===== config.mk =====
export PLATFORM = sky130hd
export DESIGN_NAME = ofmap_wb
export DESIGN_NICKNAME = d
export VERILOG_FILES = /design/src/rtl/ofmap_wb.sv
export SDC_FILE = /design/constraint.sdc
export NUM_CORES = 1
export LEC_CHECK = 0
export BUFFER_PORTS_ARGS = -buffer_cell sky130_fd_sc_hd__buf_2
export CELL_PAD_IN_SITES_DETAIL_PLACEMENT = 0
export CELL_PAD_IN_SITES_GLOBAL_PLACEMENT = 1
export CORE_ASPECT_RATIO = 0.6
export CORE_UTILIZATION = 50
export DETAILED_ROUTE_END_ITERATION = 8
export PLACE_DENSITY_LB_ADDON = 0.1
export SLEW_MARGIN = 20
export SYNTH_ARGS = -nofsm -noshare
export SYNTH_HDL_FRONTEND = slang
export SYNTH_SLANG_ARGS = --single-unit

===== constraint.sdc =====
create_clock -name ck -period 5.83 [get_ports ck]
set_clock_uncertainty 0.2 [all_clocks]
set_input_delay 1.166 -clock ck [delete_from_list [all_inputs] [get_ports ck]]
set_output_delay 1.166 -clock ck [all_outputs]
set_load 0.02 [all_outputs]

===== src/rtl/ofmap_wb.sv =====
// ofmap_wb: packs upper/lower half-word results into full words and queues them as memory writes.
// Ports: ck/rst (async active-low) clock and reset; clear synchronous flush;
//   i_wr/i_wrh_l_n/i_ev_odd_n/i_even_addr/i_odd_addr/i_data half-word write from the datapath;
//   m_valid/m_ready/m_bank/m_addr/m_data memory write request from the queue head;
//   o_busy/o_full status; o_err_order/o_err_addr/o_err_ovf sticky errors; o_wcnt saturating write count.
module ofmap_wb #(
  parameter int N     = 4,
  parameter int W     = 8,
  parameter int AW    = 10,
  parameter int DEPTH = 4
) (
  input  logic                 ck,
  input  logic                 rst,
  input  logic                 clear,
  input  logic                 i_wr,
  input  logic                 i_wrh_l_n,
  input  logic                 i_ev_odd_n,
  input  logic [AW-1:0]        i_even_addr,
  input  logic [AW-1:0]        i_odd_addr,
  input  logic [N*(W/2)-1:0]   i_data,
  output logic                 m_valid,
  input  logic                 m_ready,
  output logic                 m_bank,
  output logic [AW-1:0]        m_addr,
  output logic [4*W-1:0]       m_data,
  output logic                 o_busy,
  output logic                 o_full,
  output logic                 o_err_order,
  output logic                 o_err_addr,
  output logic                 o_err_ovf,
  output logic [15:0]          o_wcnt
);
  localparam int HW = N*(W/2);
  localparam int PW = $clog2(DEPTH);
  localparam logic [PW:0] DEPTH_C = (PW+1)'(DEPTH);
  typedef enum logic {IDLE, HOLD} state_t;
  state_t state, state_nx;
  logic [HW-1:0] held;
  logic held_bank;
  logic [AW-1:0] held_addr;
  logic [AW-1:0] addr;
  logic [AW+2*HW:0] mem [DEPTH];
  logic [PW-1:0] wp, rp;
  logic [PW:0] count;
  logic capture, push_req, set_order, set_addr, pop, push, ovf;
  assign addr = i_ev_odd_n ? i_odd_addr : i_even_addr;
  always_comb begin
    state_nx  = state;
    capture   = 1'b0;
    push_req  = 1'b0;
    set_order = 1'b0;
    set_addr  = 1'b0;
    if (i_wr) begin
      if (state == IDLE) begin
        capture   = !i_wrh_l_n;
        set_order = i_wrh_l_n;
        state_nx  = i_wrh_l_n ? IDLE : HOLD;
      end else if (!i_wrh_l_n) begin
        capture   = 1'b1;
        set_order = 1'b1;
      end else begin
        state_nx  = IDLE;
        push_req  = (i_ev_odd_n == held_bank) && (addr == held_addr);
        set_addr  = !push_req;
      end
    end
  end
  assign m_valid = count != '0;
  assign o_full  = count == DEPTH_C;
  assign o_busy  = (state == HOLD) || m_valid;
  assign pop     = m_valid && m_ready && !clear;
  // A full queue still accepts a push when the head leaves in the same cycle.
  assign push    = push_req && (!o_full || pop) && !clear;
  assign ovf     = push_req && o_full && !pop && !clear;
  // Head fields are gated so they read zero whenever nothing is queued.
  assign {m_bank, m_addr, m_data} = m_valid ? mem[rp] : '0;
  always_ff @(posedge ck) begin
    if (push) mem[wp] <= {i_ev_odd_n, addr, held, i_data};
  end
  always_ff @(posedge ck or negedge rst) begin
    if (!rst) begin
      state       <= IDLE;
      held        <= '0;
      held_bank   <= 1'b0;
      held_addr   <= '0;
      wp          <= '0;
      rp          <= '0;
      count       <= '0;
      o_err_order <= 1'b0;
      o_err_addr  <= 1'b0;
      o_err_ovf   <= 1'b0;
      o_wcnt      <= '0;
    end else if (clear) begin
      state       <= IDLE;
      wp          <= '0;
      rp          <= '0;
      count       <= '0;
      o_err_order <= 1'b0;
      o_err_addr  <= 1'b0;
      o_err_ovf   <= 1'b0;
      o_wcnt      <= '0;
    end else begin
      state <= state_nx;
      if (capture) begin
        held      <= i_data;
        held_bank <= i_ev_odd_n;
        held_addr <= addr;
      end
      if (push) wp <= wp + PW'(1);
      if (pop) rp <= rp + PW'(1);
      count <= count + (PW+1)'(push) - (PW+1)'(pop);
      if (set_order) o_err_order <= 1'b1;
      if (set_addr) o_err_addr <= 1'b1;
      if (ovf) o_err_ovf <= 1'b1;
      if (pop && o_wcnt != 16'hFFFF) o_wcnt <= o_wcnt + 16'd1;
    end
  end
endmodule


==> Word level (Yosys, flattened, before mapping) <==
Memories as Yosys holds them, arrays and structs flattened.
Index checks and enable logic that the tools add are counted.
Widths: inputs -> output; s select.
{ "word_totals": {"in_bits": 43, "mem_bits_rw": 172, "mem_count": 1, "wordCells": 77, "out_inout_bits": 65, "regBits": 54} }
{ "op_classes": {"n_addsub": 5, "reduce_logical": 25, "mux": 30, "n_eq_ne": 4, "n_bitwise": 1} }
{ "memory_table": {"columns": ["memory", "words", "width", "rd", "rd_clocked_by_memory_dff", "wr", "line", "text"], "rows": [
  ["mem", 4, 43, 1, 0, 1, "42", "logic [AW+2*HW:0] mem [DEPTH];"]
]} }
{ "ops": {"columns": ["cell", "count"], "rows": [
  ["$mux 43", 1],
  ["$mux 16", 2],
  ["$mux 1", 21],
  ["$add 16x1->16 const B", 1],
  ["$ne 16x16->1 const B", 1],
  ["$reduce_bool 2->1", 7],
  ["$eq 10x10->1", 1],
  ["$mux 10", 1],
  ["$logic_and 1x1->1", 9],
  ["$mux 2", 4],
  ["$logic_not 1->1", 5],
  ["$add 2x1->2 const B", 2],
  ["$add 3x1->3", 1],
  ["$eq 3x3->1 const B", 1],
  ["$mux 3", 1],
  ["$reduce_bool 3->1", 1],
  ["$sub 3x1->3", 1],
  ["$logic_or 1x1->1", 2],
  ["$reduce_and 2->1", 1],
  ["$eq 1x1->1", 1],
  ["$not 1->1", 1]
]} }

==> Depth between registers and ports, before layout <==
{ "depth": {"depth_word": 11, "depth_mapped": 13} }

==> Least setup slack after synthesis <==
No wires, ideal clock.
{ "synth_path": {"path_type": "in2reg", "start": "input i_ev_odd_n", "end": "memory mem[0][0] (netlist name), enable pin", "path_slack_ns": -0.349, "path_buffers": 1, "t_arrival_ns": 5.473, "cell_stages": 6, "cell_sequence": "buf_6 mux2_4 xor2_2 nor4_4 nand4_2 nor3b_1"} }
{ "synth_between": {"elab_chain_len": 10, "word_cells_on_any_way": 11} }
{ "synth_lines": {"columns": ["item", "line", "text"], "rows": [
  ["from (decl)", "17", "input logic i_ev_odd_n,"],
  ["$mux 10", "46", "assign addr = i_ev_odd_n ? i_odd_addr : i_even_addr;"],
  ["net addr[5]", "41", "logic [AW-1:0] addr;"],
  ["$eq 10x10->1", "63", "push_req = (i_ev_odd_n == held_bank) && (addr == held_addr);"],
  ["$logic_and 1x1->1", "63", null],
  ["$mux 1", "58", "end else if (!i_wrh_l_n) begin"],
  ["$mux 1", "54", "if (state == IDLE) begin"],
  ["$mux 1", "53", "if (i_wr) begin"],
  ["$logic_and 1x1->1 (2 in series)", "73", "assign push = push_req && (!o_full || pop) && !clear;"],
  ["$mux 1", "78", "if (push) mem[wp] <= {i_ev_odd_n, addr, held, i_data};"],
  ["$mux 1 (not written as such)", "78", null],
  ["to (decl)", "42", null]
]} }
The timed path passes the listed nets, and every way through them passes these cells.

==> Worst setup path after layout <==
{ "layout_path": {"start": "input i_ev_odd_n", "end": "register count[2]"} }
{ "layout_between": {"elab_chain_len": 11, "word_cells_on_any_way": 12} }
{ "layout_lines": {"columns": ["item", "line", "text"], "rows": [
  ["$mux 10", "46", null],
  ["net addr[4]", "41", null],
  ["$eq 10x10->1", "63", null],
  ["$logic_and 1x1->1", "63", null],
  ["$mux 1", "58", null],
  ["$mux 1", "54", null],
  ["$mux 1", "53", null],
  ["$logic_and 1x1->1 (2 in series)", "73", null],
  ["$add 3x1->3", "111", "count <= count + (PW+1)'(push) - (PW+1)'(pop);"],
  ["$sub 3x1->3", "111", null],
  ["$mux 3", "93", "end else if (clear) begin"],
  ["to (signal assigned)", "111", null],
  ["to (decl)", "44", "logic [PW:0] count;"]
]} }
The timed path passes the listed nets, and every way through them passes these cells.
A chain may end at the register's enable or synchronous reset.

==> parameters.txt <==
Parameter                              Value

Die
  Overall die area ... roughly 19000 um^2
  Height of the die ... 108 um
  # rows ... 38
  X dimension of the die ... between 150 and 200 um
  Initial standard-cell utilization of the core ... 0.514
  Area of the placeable core ... ~18000 um^2
  Top Ports ... roughly 110

Detailed routing
  Total via count after detailed routing ... 4926
  Number of routed nets with antenna violations ... 0
  Vias per inst ... approximately 5.5
  Drt total wl ... about 18 mm
  Drt pass-1 iters ... 4
  Routed wirelength normalized by instance count ... roughly 20 um
  Iteration-0 DRC count of the detailed router ... about 320
  Total DRC errors in the routed layout ... 0

Synthesis
  Most frequently used flop master after synthesis ... sky130_fd_sc_hd__edfxtp_1
  Netlist area before placement ... 9340 um^2
  Average instance area after synthesis ... about 18 um^2
  Number of storage elements in the synthesis netlist ... between 200 and 250
  Most frequent cell after synthesis ... sky130_fd_sc_hd__edfxtp_1
  Cell types with the largest area share after synthesis ... sky130_fd_sc_hd__edfxtp_1, sky130_fd_sc_hd__dfrtp_1, sky130_fd_sc_hd__mux4_2
  Ranking of synthesized cells by instance count ... sky130_fd_sc_hd__edfxtp_1, sky130_fd_sc_hd__dfrtp_1, sky130_fd_sc_hd__and2_1, sky130_fd_sc_hd__mux4_2, sky130_fd_sc_hd__mux2_2
  Largest area contributor in the synthesized netlist ... sky130_fd_sc_hd__edfxtp_1
  Number of distinct standard cells referenced by the synthesized netlist ... 50
  Syn nets ... 574
  Fraction of post-synthesis cell area in the top cell type by area ... 0.553
  Number of warnings printed during yosys synthesis ... 0
  Synth async-reset ratio ... 0.239
  Sequential fraction of the synthesis area ... 0.698
  Count of flip-flops with a built-in enable after synthesis ... about 170
  Number of instances in the synthesized netlist ... between 500 and 600

Power and ir drop
  Clock network power share ... 0.418
  Fraction of power consumed by combinational cells ... 0.051
  Ratio of total power to cell area ... about 320 nW/um^2
  Internal power component ... about 0.0028 W
  Net switching share of the total power ... 0.207
  Net switching component of the power ... 0.000722 W
  Overall power of the completed layout ... between 0.003 and 0.004 W
  Worst voltage drop across the vdd grid ... between 0.2 and 0.25 mV
  LEAKAGE ... 4.09 nW
  Seq pwr share ... 0.532

Clock network
  Post-CTS repair timing setup buffer count ... 0
  Clock root buffer ... sky130_fd_sc_hd__clkbuf_16
  CTS tree ... built
  Clock insertion delay at the later pin of the skew report ... 510 ps
  Post-cts sizing count ... 0
  Clock sink count ... between 200 and 250
  Maximum level of the CTS H-tree ... 1
  Max clock buf depth ... 3
  CTS Buf Count ... 22
  Post-cts hold buffer count ... 0
  Worst-path clk slew ... 70 ps

Final layout
  Area added between synthesis and finish ... 16.9%
  Area taken by flip-flops and latches ... between 6000 and 7000 um^2
  Final core area utilization ... 0.601
  Proportion of layout cells with a drive suffix above 1 ... 0.372
  Antenna diodes ... 0
  Layout Cell Area excl Fill ... 10900 um^2
  Filler cell count in the final layout ... 1391
  Area of combinational cells with multiple inputs ... ~2700 um^2
  Number of nets in the layout ... approximately 690

STA
  Ratio of final minimum period to clock period ... 0.683
  Final count of hold timing violations ... 0
  Final slew viol count ... 0
  Slew Limit Headroom ... 0.367
  Slew at the pin closest to its max-slew limit ... about 950 ps
  Setup-failing EPs final ... 0
  RSZ-0062 raised after global routing ... no
  Hold Worst Slack ... about 300 ps
  Minimum clock period ... around 4000 ps
  Final-layout setup total negative slack ... 0 ps
  FMAX ... ~250 MHz

Hold path
  Number of instances on the worst hold path ... 2
  Worst Min Path Start ... o_err_order
  Class of the most critical hold timing path ... reg -> reg
  Worst Hold End ... o_err_order

Place
  Routability congestion estimate from global placement ... approximately 0.76
  Placed inst area ... 10200 um^2
  Number of buffers added on ports ... between 100 and 150
  Post-detailed-placement half-perimeter wirelength ... about 11 mm

Critical path
  Critical path required time ... roughly 6000 ps
  Arrival time worst endpoint ... between 4000 and 5000 ps
  Capture instance of the worst register-to-register path ... count[2]
  Number of cells on the worst reg-to-reg path ... 12
  Worst Path Class, Setup ... in -> reg
  Launch point of the worst reg-to-reg path ... held_addr[0]
  Reg2Reg Setup Slack ... ~2800 ps
  Nature of the critical path startpoint ... input port
  Worst setup EP type ... flop
  CP max FO ... 17

GRT
  First-pass GRT wire length ... approximately 28 mm
  Initial antenna violation count ... 0
  Number of global-route vias before repair ... ~5000
  GR Overflow Total ... 0
  Pin count of the biggest net entering global routing ... 46
  Overall Global Routing Usage ... 0.198

Outcome
  Run status ... finished, final reports clean

Job
  Max Cap Violations ... 0
## registers in the layout, indices dropped and copies added (netlist names), 2 cells and up
signal,count
count,3
held,16
held_addr,10
mem,172
o_wcnt,16
rp,2
wp,2
## through the flow
stage	cells	worst slack [ps]
6_report	896	1850
5_1_grt	896	1660
4_1_cts	896	1790
3_5_place_dp	856	1320
3_3_place_gp	856	1420
2_1_floorplan	521	-349
## cell families after synthesis
family | after synthesis | share of synthesized area
AND/OR/NAND/NOR | 118 | 0.0752
XOR/XNOR | 19 | 0.0186
AO/OA/AOI/OAI | 31 | 0.0245
flip-flops | 226 | 0.698
buffers and inverters | 33 | 0.0154
adder cells (fa/ha/maj) | 10 | 0.0142
multiplexers | 84 | 0.154
## critical path, cell delays in order
cell,delay [ps]
sky130_fd_sc_hd__buf_2,350
sky130_fd_sc_hd__mux2_2,440
sky130_fd_sc_hd__xor2_1,180
sky130_fd_sc_hd__nor4_4,410
sky130_fd_sc_hd__nand4_2,280
sky130_fd_sc_hd__nand2b_1,230
sky130_fd_sc_hd__ha_1,270
sky130_fd_sc_hd__inv_1,60
sky130_fd_sc_hd__ha_1,130
sky130_fd_sc_hd__inv_1,50
sky130_fd_sc_hd__fa_1,380
sky130_fd_sc_hd__xnor2_1,170
sky130_fd_sc_hd__nor2_1,50
## power groups by stage
stage	Clock, W	Sequential, W	Combinational [W]
finish	0.00146	0.00185	0.000177
global route	0.00156	0.00186	0.000194
CTS	0.00149	0.00186	0.000180
detailed placement	0	0.00189	0.000178
global placement	0	0.00188	0.000173
floorplan	0	0.00187	0.000121
## worst max path at each step
stage	startpoint	to	slack (ps)
global route	i_ev_odd_n	count[2]	1660
finish	i_ev_odd_n	count[2]	1850
floorplan	i_ev_odd_n	mem[0][0]	-350
detailed placement	i_ev_odd_n	count[2]	1320
global placement	i_ev_odd_n	count[2]	1420
CTS	rp[0]	m_addr[7]	1790
## cell usage in the layout (no fill, tap or decap), types with 14 or more instances in the layout
| cell | instances |
|---|---|
| sky130_fd_sc_hd__buf_2 | 107 |
| sky130_fd_sc_hd__dfrtp_1 | 52 |
| sky130_fd_sc_hd__clkbuf_16 | 22 |
| sky130_fd_sc_hd__mux4_2 | 43 |
| sky130_fd_sc_hd__nor2_1 | 14 |
| sky130_fd_sc_hd__and2_1 | 44 |
| sky130_fd_sc_hd__xor2_1 | 15 |
| sky130_fd_sc_hd__edfxtp_1 | 172 |
| sky130_fd_sc_hd__mux2_2 | 33 |
| sky130_fd_sc_hd__nand2_1 | 14 |
| sky130_fd_sc_hd__nand3_1 | 14 |
## routing by layer
layer / GRT usage / wire length (um)
met4: 0.0375 / 223
met3: 0.0353 / 848
met5: 0 / 0
met2: 0.300 / 8180
met1: 0.301 / 8710
## cell type report
class / instances / share of cell area
inverters: 9 / 0.00309
clock inverters: 13 / 0.0157
clock buffers: 27 / 0.0521
well taps: 240 / 0.0275
flip-flops and latches: 226 / 0.597
repair buffers: 119 / 0.0573
multi-input cells: 262 / 0.247
Power figures use the tool's default switching activity.
